==> config.mk <==
export PLATFORM = sky130hd
export DESIGN_NAME = seq_det_prog_flat
export DESIGN_NICKNAME = d
export VERILOG_FILES = /design/src/rtl/seq_det_prog_if.sv /design/src/rtl/seq_det_prog.sv /design/src/flat_wrapper.sv
export SDC_FILE = /design/constraint.sdc
export NUM_CORES = 1
export LEC_CHECK = 0
export BUFFER_PORTS_ARGS = -buffer_cell sky130_fd_sc_hd__buf_2
export CAP_MARGIN = 20
export CORE_MARGIN = 2
export CORE_UTILIZATION = 50
export CTS_BUF_LIST = sky130_fd_sc_hd__clkbuf_8 sky130_fd_sc_hd__clkbuf_16
export DETAILED_ROUTE_END_ITERATION = 8
export PLACE_DENSITY = 0.81
export RECOVER_POWER = 100
export SLEW_MARGIN = 20
export SYNTH_ARGS = -nofsm -noshare
export SYNTH_HDL_FRONTEND = slang
export SYNTH_SLANG_ARGS = --single-unit
==> constraint.sdc <==
create_clock -name clk -period 2.6 [get_ports clk]
set_input_delay 0.52 -clock clk [delete_from_list [all_inputs] [get_ports clk]]
set_output_delay 0.52 -clock clk [all_outputs]
set_load 0.1 [all_outputs]
==> src/rtl/seq_det_prog_if.sv <==
// Serial bit stream, runtime pattern configuration and match/status outputs of seq_det_prog.
// master = stimulus/configuration side, slave = the detector.
interface seq_det_prog_if #(
   parameter int MAX_LEN = 8,
   parameter int CNT_W   = 8
);
   localparam int LEN_W = $clog2(MAX_LEN + 1);

   logic               in_valid;
   logic               in_bit;
   logic               pat_load;
   logic [MAX_LEN-1:0] pat_value;
   logic [LEN_W-1:0]   pat_len;
   logic               overlap_en;
   logic               cnt_clr;
   logic               match;
   logic [CNT_W-1:0]   match_cnt;
   logic               cfg_err;

   modport master (
      output in_valid, in_bit, pat_load, pat_value, pat_len, overlap_en, cnt_clr,
      input  match, match_cnt, cfg_err
   );

   modport slave (
      input  in_valid, in_bit, pat_load, pat_value, pat_len, overlap_en, cnt_clr,
      output match, match_cnt, cfg_err
   );
endinterface

==> src/rtl/seq_det_prog.sv <==
// Programmable serial pattern detector; match is Mealy (same cycle as the final bit),
// counter/status are registered. No backpressure: every valid bit is consumed.
module seq_det_prog #(
   parameter int MAX_LEN = 8,
   parameter int CNT_W   = 8
) (
   input logic           clk,
   input logic           rst,
   seq_det_prog_if.slave bus
);
   localparam int                 LEN_W     = $clog2(MAX_LEN + 1);
   localparam logic [LEN_W-1:0]   MAX_LEN_L = LEN_W'(MAX_LEN);
   localparam logic [LEN_W-1:0]   DEF_LEN   = LEN_W'(6);
   localparam logic [MAX_LEN-1:0] DEF_PAT   = MAX_LEN'(6'b101010);
   localparam logic [CNT_W-1:0]   CNT_MAX   = '1;

   logic [MAX_LEN-1:0] pat_q, pat_d;
   logic [MAX_LEN-1:0] hist_q, hist_d;
   logic [LEN_W-1:0]   len_q, len_d;
   logic [LEN_W-1:0]   fill_q, fill_d;
   logic               ovl_q, ovl_d;
   logic               err_q, err_d;
   logic [CNT_W-1:0]   cnt_q, cnt_d;

   logic [MAX_LEN-1:0] len_mask;
   logic [MAX_LEN-1:0] load_mask;
   logic [MAX_LEN-1:0] cand;
   logic               len_legal;
   logic               take_bit;
   logic               match;

   // Masks select the low len bits; the stored pattern is kept pre-masked.
   always_comb begin
      len_mask  = '0;
      load_mask = '0;
      for (int i = 0; i < MAX_LEN; i++) begin
         len_mask[i]  = (LEN_W'(i) < len_q);
         load_mask[i] = (LEN_W'(i) < bus.pat_len);
      end
   end

   assign len_legal = (bus.pat_len != '0) && (bus.pat_len <= MAX_LEN_L);
   assign take_bit  = bus.in_valid && !bus.pat_load && !rst;
   assign cand      = {hist_q[MAX_LEN-2:0], bus.in_bit};
   assign match     = take_bit
                      && (fill_q >= (len_q - LEN_W'(1)))
                      && ((cand & len_mask) == pat_q);

   always_comb begin
      pat_d  = pat_q;
      len_d  = len_q;
      ovl_d  = ovl_q;
      err_d  = err_q;
      hist_d = hist_q;
      fill_d = fill_q;
      cnt_d  = cnt_q;

      if (bus.pat_load) begin
         hist_d = '0;
         fill_d = '0;
         if (len_legal) begin
            pat_d = bus.pat_value & load_mask;
            len_d = bus.pat_len;
            ovl_d = bus.overlap_en;
            err_d = 1'b0;
         end else begin
            err_d = 1'b1;
         end
      end else if (bus.in_valid) begin
         hist_d = cand;
         // Non-overlapping mode restarts the fill so no matched bit is reused.
         if (match && !ovl_q) begin
            fill_d = '0;
         end else if (fill_q != MAX_LEN_L) begin
            fill_d = fill_q + LEN_W'(1);
         end
      end

      if (bus.cnt_clr) begin
         cnt_d = match ? CNT_W'(1) : '0;
      end else if (match && (cnt_q != CNT_MAX)) begin
         cnt_d = cnt_q + CNT_W'(1);
      end
   end

   always_ff @(posedge clk) begin
      if (rst) begin
         pat_q  <= DEF_PAT;
         len_q  <= DEF_LEN;
         ovl_q  <= 1'b1;
         err_q  <= 1'b0;
         hist_q <= '0;
         fill_q <= '0;
         cnt_q  <= '0;
      end else begin
         pat_q  <= pat_d;
         len_q  <= len_d;
         ovl_q  <= ovl_d;
         err_q  <= err_d;
         hist_q <= hist_d;
         fill_q <= fill_d;
         cnt_q  <= cnt_d;
      end
   end

   assign bus.match     = match;
   assign bus.match_cnt = cnt_q;
   assign bus.cfg_err   = err_q;
endmodule

==> src/flat_wrapper.sv <==
// flat-port wrapper written by rule: the top's interface ports become plain ports
module seq_det_prog_flat 
#(
   parameter int MAX_LEN = 8,
   parameter int CNT_W   = 8
)
  (clk, rst, bus_in_valid, bus_in_bit, bus_pat_load, bus_pat_value, bus_pat_len, bus_overlap_en, bus_cnt_clr, bus_match, bus_match_cnt, bus_cfg_err);
  seq_det_prog_if #(.MAX_LEN(MAX_LEN), .CNT_W(CNT_W)) bus_i ();
  input logic clk;
  input logic rst;
  input wire logic [$bits(bus_i.in_valid)-1:0] bus_in_valid;
  input wire logic [$bits(bus_i.in_bit)-1:0] bus_in_bit;
  input wire logic [$bits(bus_i.pat_load)-1:0] bus_pat_load;
  input wire logic [$bits(bus_i.pat_value)-1:0] bus_pat_value;
  input wire logic [$bits(bus_i.pat_len)-1:0] bus_pat_len;
  input wire logic [$bits(bus_i.overlap_en)-1:0] bus_overlap_en;
  input wire logic [$bits(bus_i.cnt_clr)-1:0] bus_cnt_clr;
  output wire logic [$bits(bus_i.match)-1:0] bus_match;
  output wire logic [$bits(bus_i.match_cnt)-1:0] bus_match_cnt;
  output wire logic [$bits(bus_i.cfg_err)-1:0] bus_cfg_err;
  assign bus_i.in_valid = bus_in_valid;
  assign bus_i.in_bit = bus_in_bit;
  assign bus_i.pat_load = bus_pat_load;
  assign bus_i.pat_value = bus_pat_value;
  assign bus_i.pat_len = bus_pat_len;
  assign bus_i.overlap_en = bus_overlap_en;
  assign bus_i.cnt_clr = bus_cnt_clr;
  assign bus_match = bus_i.match;
  assign bus_match_cnt = bus_i.match_cnt;
  assign bus_cfg_err = bus_i.cfg_err;
  seq_det_prog #(.MAX_LEN(MAX_LEN), .CNT_W(CNT_W)) u_core (.clk(clk), .rst(rst), .bus(bus_i));
endmodule
==> results.py <==
metrics = {
    "clock_tree": {
        "clk_pin_slew_worst_paths_ns": 0.07,
        "cts-root-buf": "clkbuf_8",
        "clk_latency_ns": 0.29,
        "cts_made_buffers": 5,
        "cts_tree": "done",
        "cts_sinks": 33,
        "cts_buffer_depth": 2,
        "htreeDepth": 2,
    },
    "sta": {
        "fin_ws_ns": -0.150,
        "rsz0062_at_grt": "yes",
        "clock-skew-final_ns": 0.00539,
        "finalCriticalPeriod_ns": 2.75,
        "whs_ns": 0.442,
        "max_freq_ghz": 0.364,
        "hold_viol": 0,
        "slew_headroom_pct": 22.3,
        "setup_viol": 2,
        "period_share_pct": 106,
        "drv_slew": 0,
        "worst_pin_slew_ns": 1.17,
        "setup_tns_ns": -0.171,
    },
    "layout": {
        "fin_area_sq_um": 2330,
        "drive_above_1_share_pct": 22.3,
        "instances_no_fill": 321,
        "multi_input_area_sq_um": 1180,
        "nNetsFinal": 301,
        "fillers": 328,
        "seq_area_sq_um": 669,
        "final_core_util_pct": 64.1,
        "diodes": 0,
        "area_growth_pct": 23.4,
    },
    "run_status": {
        "violations": "negative setup slack",
        "status": "finished with violations",
    },
    "route": {
        "first_pass_iters": 4,
        "drc": 0,
        "via_count": 1829,
        "drt-total-wl_microns": 4430,
        "wl_per_cell_microns": 13.8,
        "drt_iter0_markers": 138,
        "viasPerCell": 5.70,
        "ant_nets": 0,
    },
    "yosys": {
        "synth-compound-area-share_pct": 21.9,
        "synthCells": 232,
        "synth_fa_ha_area_share_pct": 6.63,
        "postSynthAreaPerCell_sq_um": 8.14,
        "netlist-cell-type-count": 45,
        "synth_top_family_by_area": "compound AO/OA/AOI/OAI gates",
        "ys_top_cells_by_count": "dfxtp_1, nor2_1, a21oi_1, nand2_1, inv_1",
        "yosys_warnings": 0,
        "yosys.area_share.simple_pct": 21.9,
        "synthArstFlopShare_pct": 0,
        "synth_edf_count": 0,
        "syn-num-nets": 261,
        "ys_seq_elements": 33,
        "yosysTopAreaCell": "dfxtp_1",
        "synth_top_area_share_pct": 35.0,
        "synthMuxAreaShare_pct": 4.24,
        "synth_xor_area_share_pct": 4.64,
        "synth_ff_type": "dfxtp_1",
        "syn_area_sq_um": 1890,
        "synth-seq-area-share_pct": 35.0,
        "synth.most_common_cell": "dfxtp_1",
        "netlist_top_cells_area": "dfxtp_1, ha_1, nor2_1, a21oi_1, mux2i_1",
    },
    "setup_path": {
        "cp-end-kind": "primary output",
        "start_kind": "flop",
        "required_ns": 2.08,
        "crit_fanout": 6,
        "worstSetupPathType": "flop to primary output",
        "cp.arrival_ns": 2.23,
    },
    "floorplanning": {
        "core-area_sq_um": 3630,
        "row_count": 22,
        "start_util_pct": 52.0,
        "die_w_microns": 65.5,
        "die_h_microns": 65.5,
        "io_pins": 29,
        "die_area_sq_um": 4280,
    },
    "power_and_ir_drop": {
        "p_per_area_nw_per_um2": 483,
        "p_leak_nw": 0.902,
        "ir_drop_mv": 0.281,
        "fin_total_pwr_mw": 1.13,
    },
    "global_routing": {
        "overflow": 0,
        "antenna_found_initial": 0,
        "grt_pass1_wl_microns": 7220,
        "grt_usage_pct": 22.1,
        "grt_pass1_vias": 1561,
        "grt_max_degree": 20,
    },
    "placement": {
        "gp_congestion": 0.860,
        "placedCellCount": 310,
        "port_buffers": 28,
        "post_dp_cell_area_sq_um": 2160,
        "preCtsSetupSlack_ns": -0.0555,
        "dp_hpwl_microns": 3110,
    },
    "worst_hold_path": {
        "min_path_type": "input port to flop",
    },
    "run": {
        "maxCapViolCount": 0,
    },
}
-- report_power, final --
part / switching (mW) / leakage [nW] / internal (mW) / total (mW)
clock: 0.187 / 0.0542 / 0.239 / 0.426
sequential: 0.0168 / 0.269 / 0.520 / 0.537
combinational: 0.0932 / 0.578 / 0.0702 / 0.163
total: 0.297 / 0.902 / 0.830 / 1.13
-- cells in the final DEF, fill, tap and decap left out, types with 2 or more instances in the layout --
master    synthesis  routed
clkbuf_8          0       7
nand4_1           3       3
a22oi_1           6       6
inv_4             0       2
or4_1             3       2
xnor2_1           6       6
a211o_1           3       3
o31ai_1           4       4
a21oi_1          17      15
nor2b_1           6       6
xor2_1            4       4
dfxtp_4           0       2
nor3b_1           3       2
nor2_1           28      26
nand3_1           4       4
a31oi_1           4       4
o21ai_2           0       2
o21ai_0          12      10
or4_4             1       2
nor3_1            8       7
buf_4             0      15
a221oi_1          3       3
nand3b_1          3       3
ha_1             10       9
o211ai_1          2       2
buf_2             3      17
dfxtp_1          33      30
nand2_1          16      16
inv_1            14      12
clkbuf_1          7      12
nand2b_1          2       2
a21oi_2           1       3
mux2i_1           8       8
-- repair_timing --
item | in CTS | in global routing
pin swaps | 3 | 7
resized for setup | 6 | 14
endpoints found under the setup margin | 4 | 8
hold buffers | 0 | 0
hold endpoints to repair | 0 | 0
setup buffers | 2 | 1
-- final timing paths --
path                   startpoint                      end  slack (ns)  cells past startpoint
setup / recovery  u_core.len_q[0]                bus_match       -0.15                      9
hold / removal     bus_overlap_en             u_core.ovl_q        0.44                      2
setup reg to reg  u_core.len_q[0]  u_core.bus.match_cnt[5]       -0.02                      9
hold reg to reg   u_core.pat_q[3]          u_core.pat_q[3]        0.48                      2
-- area by class of cell --
type,instances,area share [%]
clock buffers,7,4.14
inverters,14,2.47
repair buffers,45,11.3
multi-input cells,173,50.6
flip-flops and latches,33,28.7
well taps,48,2.58
clock inverters,1,0.215
-- kinds of logic after synthesis --
group / count (synthesis)
buf+inv: 26
xor+xnor: 10
simple gates: 83
fa+ha+maj: 10
flops: 33
compound gates: 62
mux: 8
-- routing by layer --
layer	track usage [%]	vias to the layer above	wire (microns)
met2	34.2	45	2050
li1	-	915	-
met3	5.14	13	198
met1	29.6	856	2060
met5	0	-	0
met4	9.38	0	121
-- flip-flops by register name, indices dropped and copies added, names as in the netlist --
name	flops
u_core.len_q	4
u_core.fill_q	4
u_core.hist_q	7
u_core.bus.match_cnt	8
u_core.ovl_q	1
u_core.bus.cfg_err	1
u_core.pat_q	8
-- critical path: stages, from the launching register on --
cell and delay [ns]:
dfxtp_4 0.39, inv_4 0.05, ha_4 0.18, a21oi_2 0.14
a2bb2oi_2 0.14, nor2_1 0.05, or4_4 0.53, buf_4 0.16
nor2_4 0.11, buf_12 0.18
(Power assumes the default switching activity.)
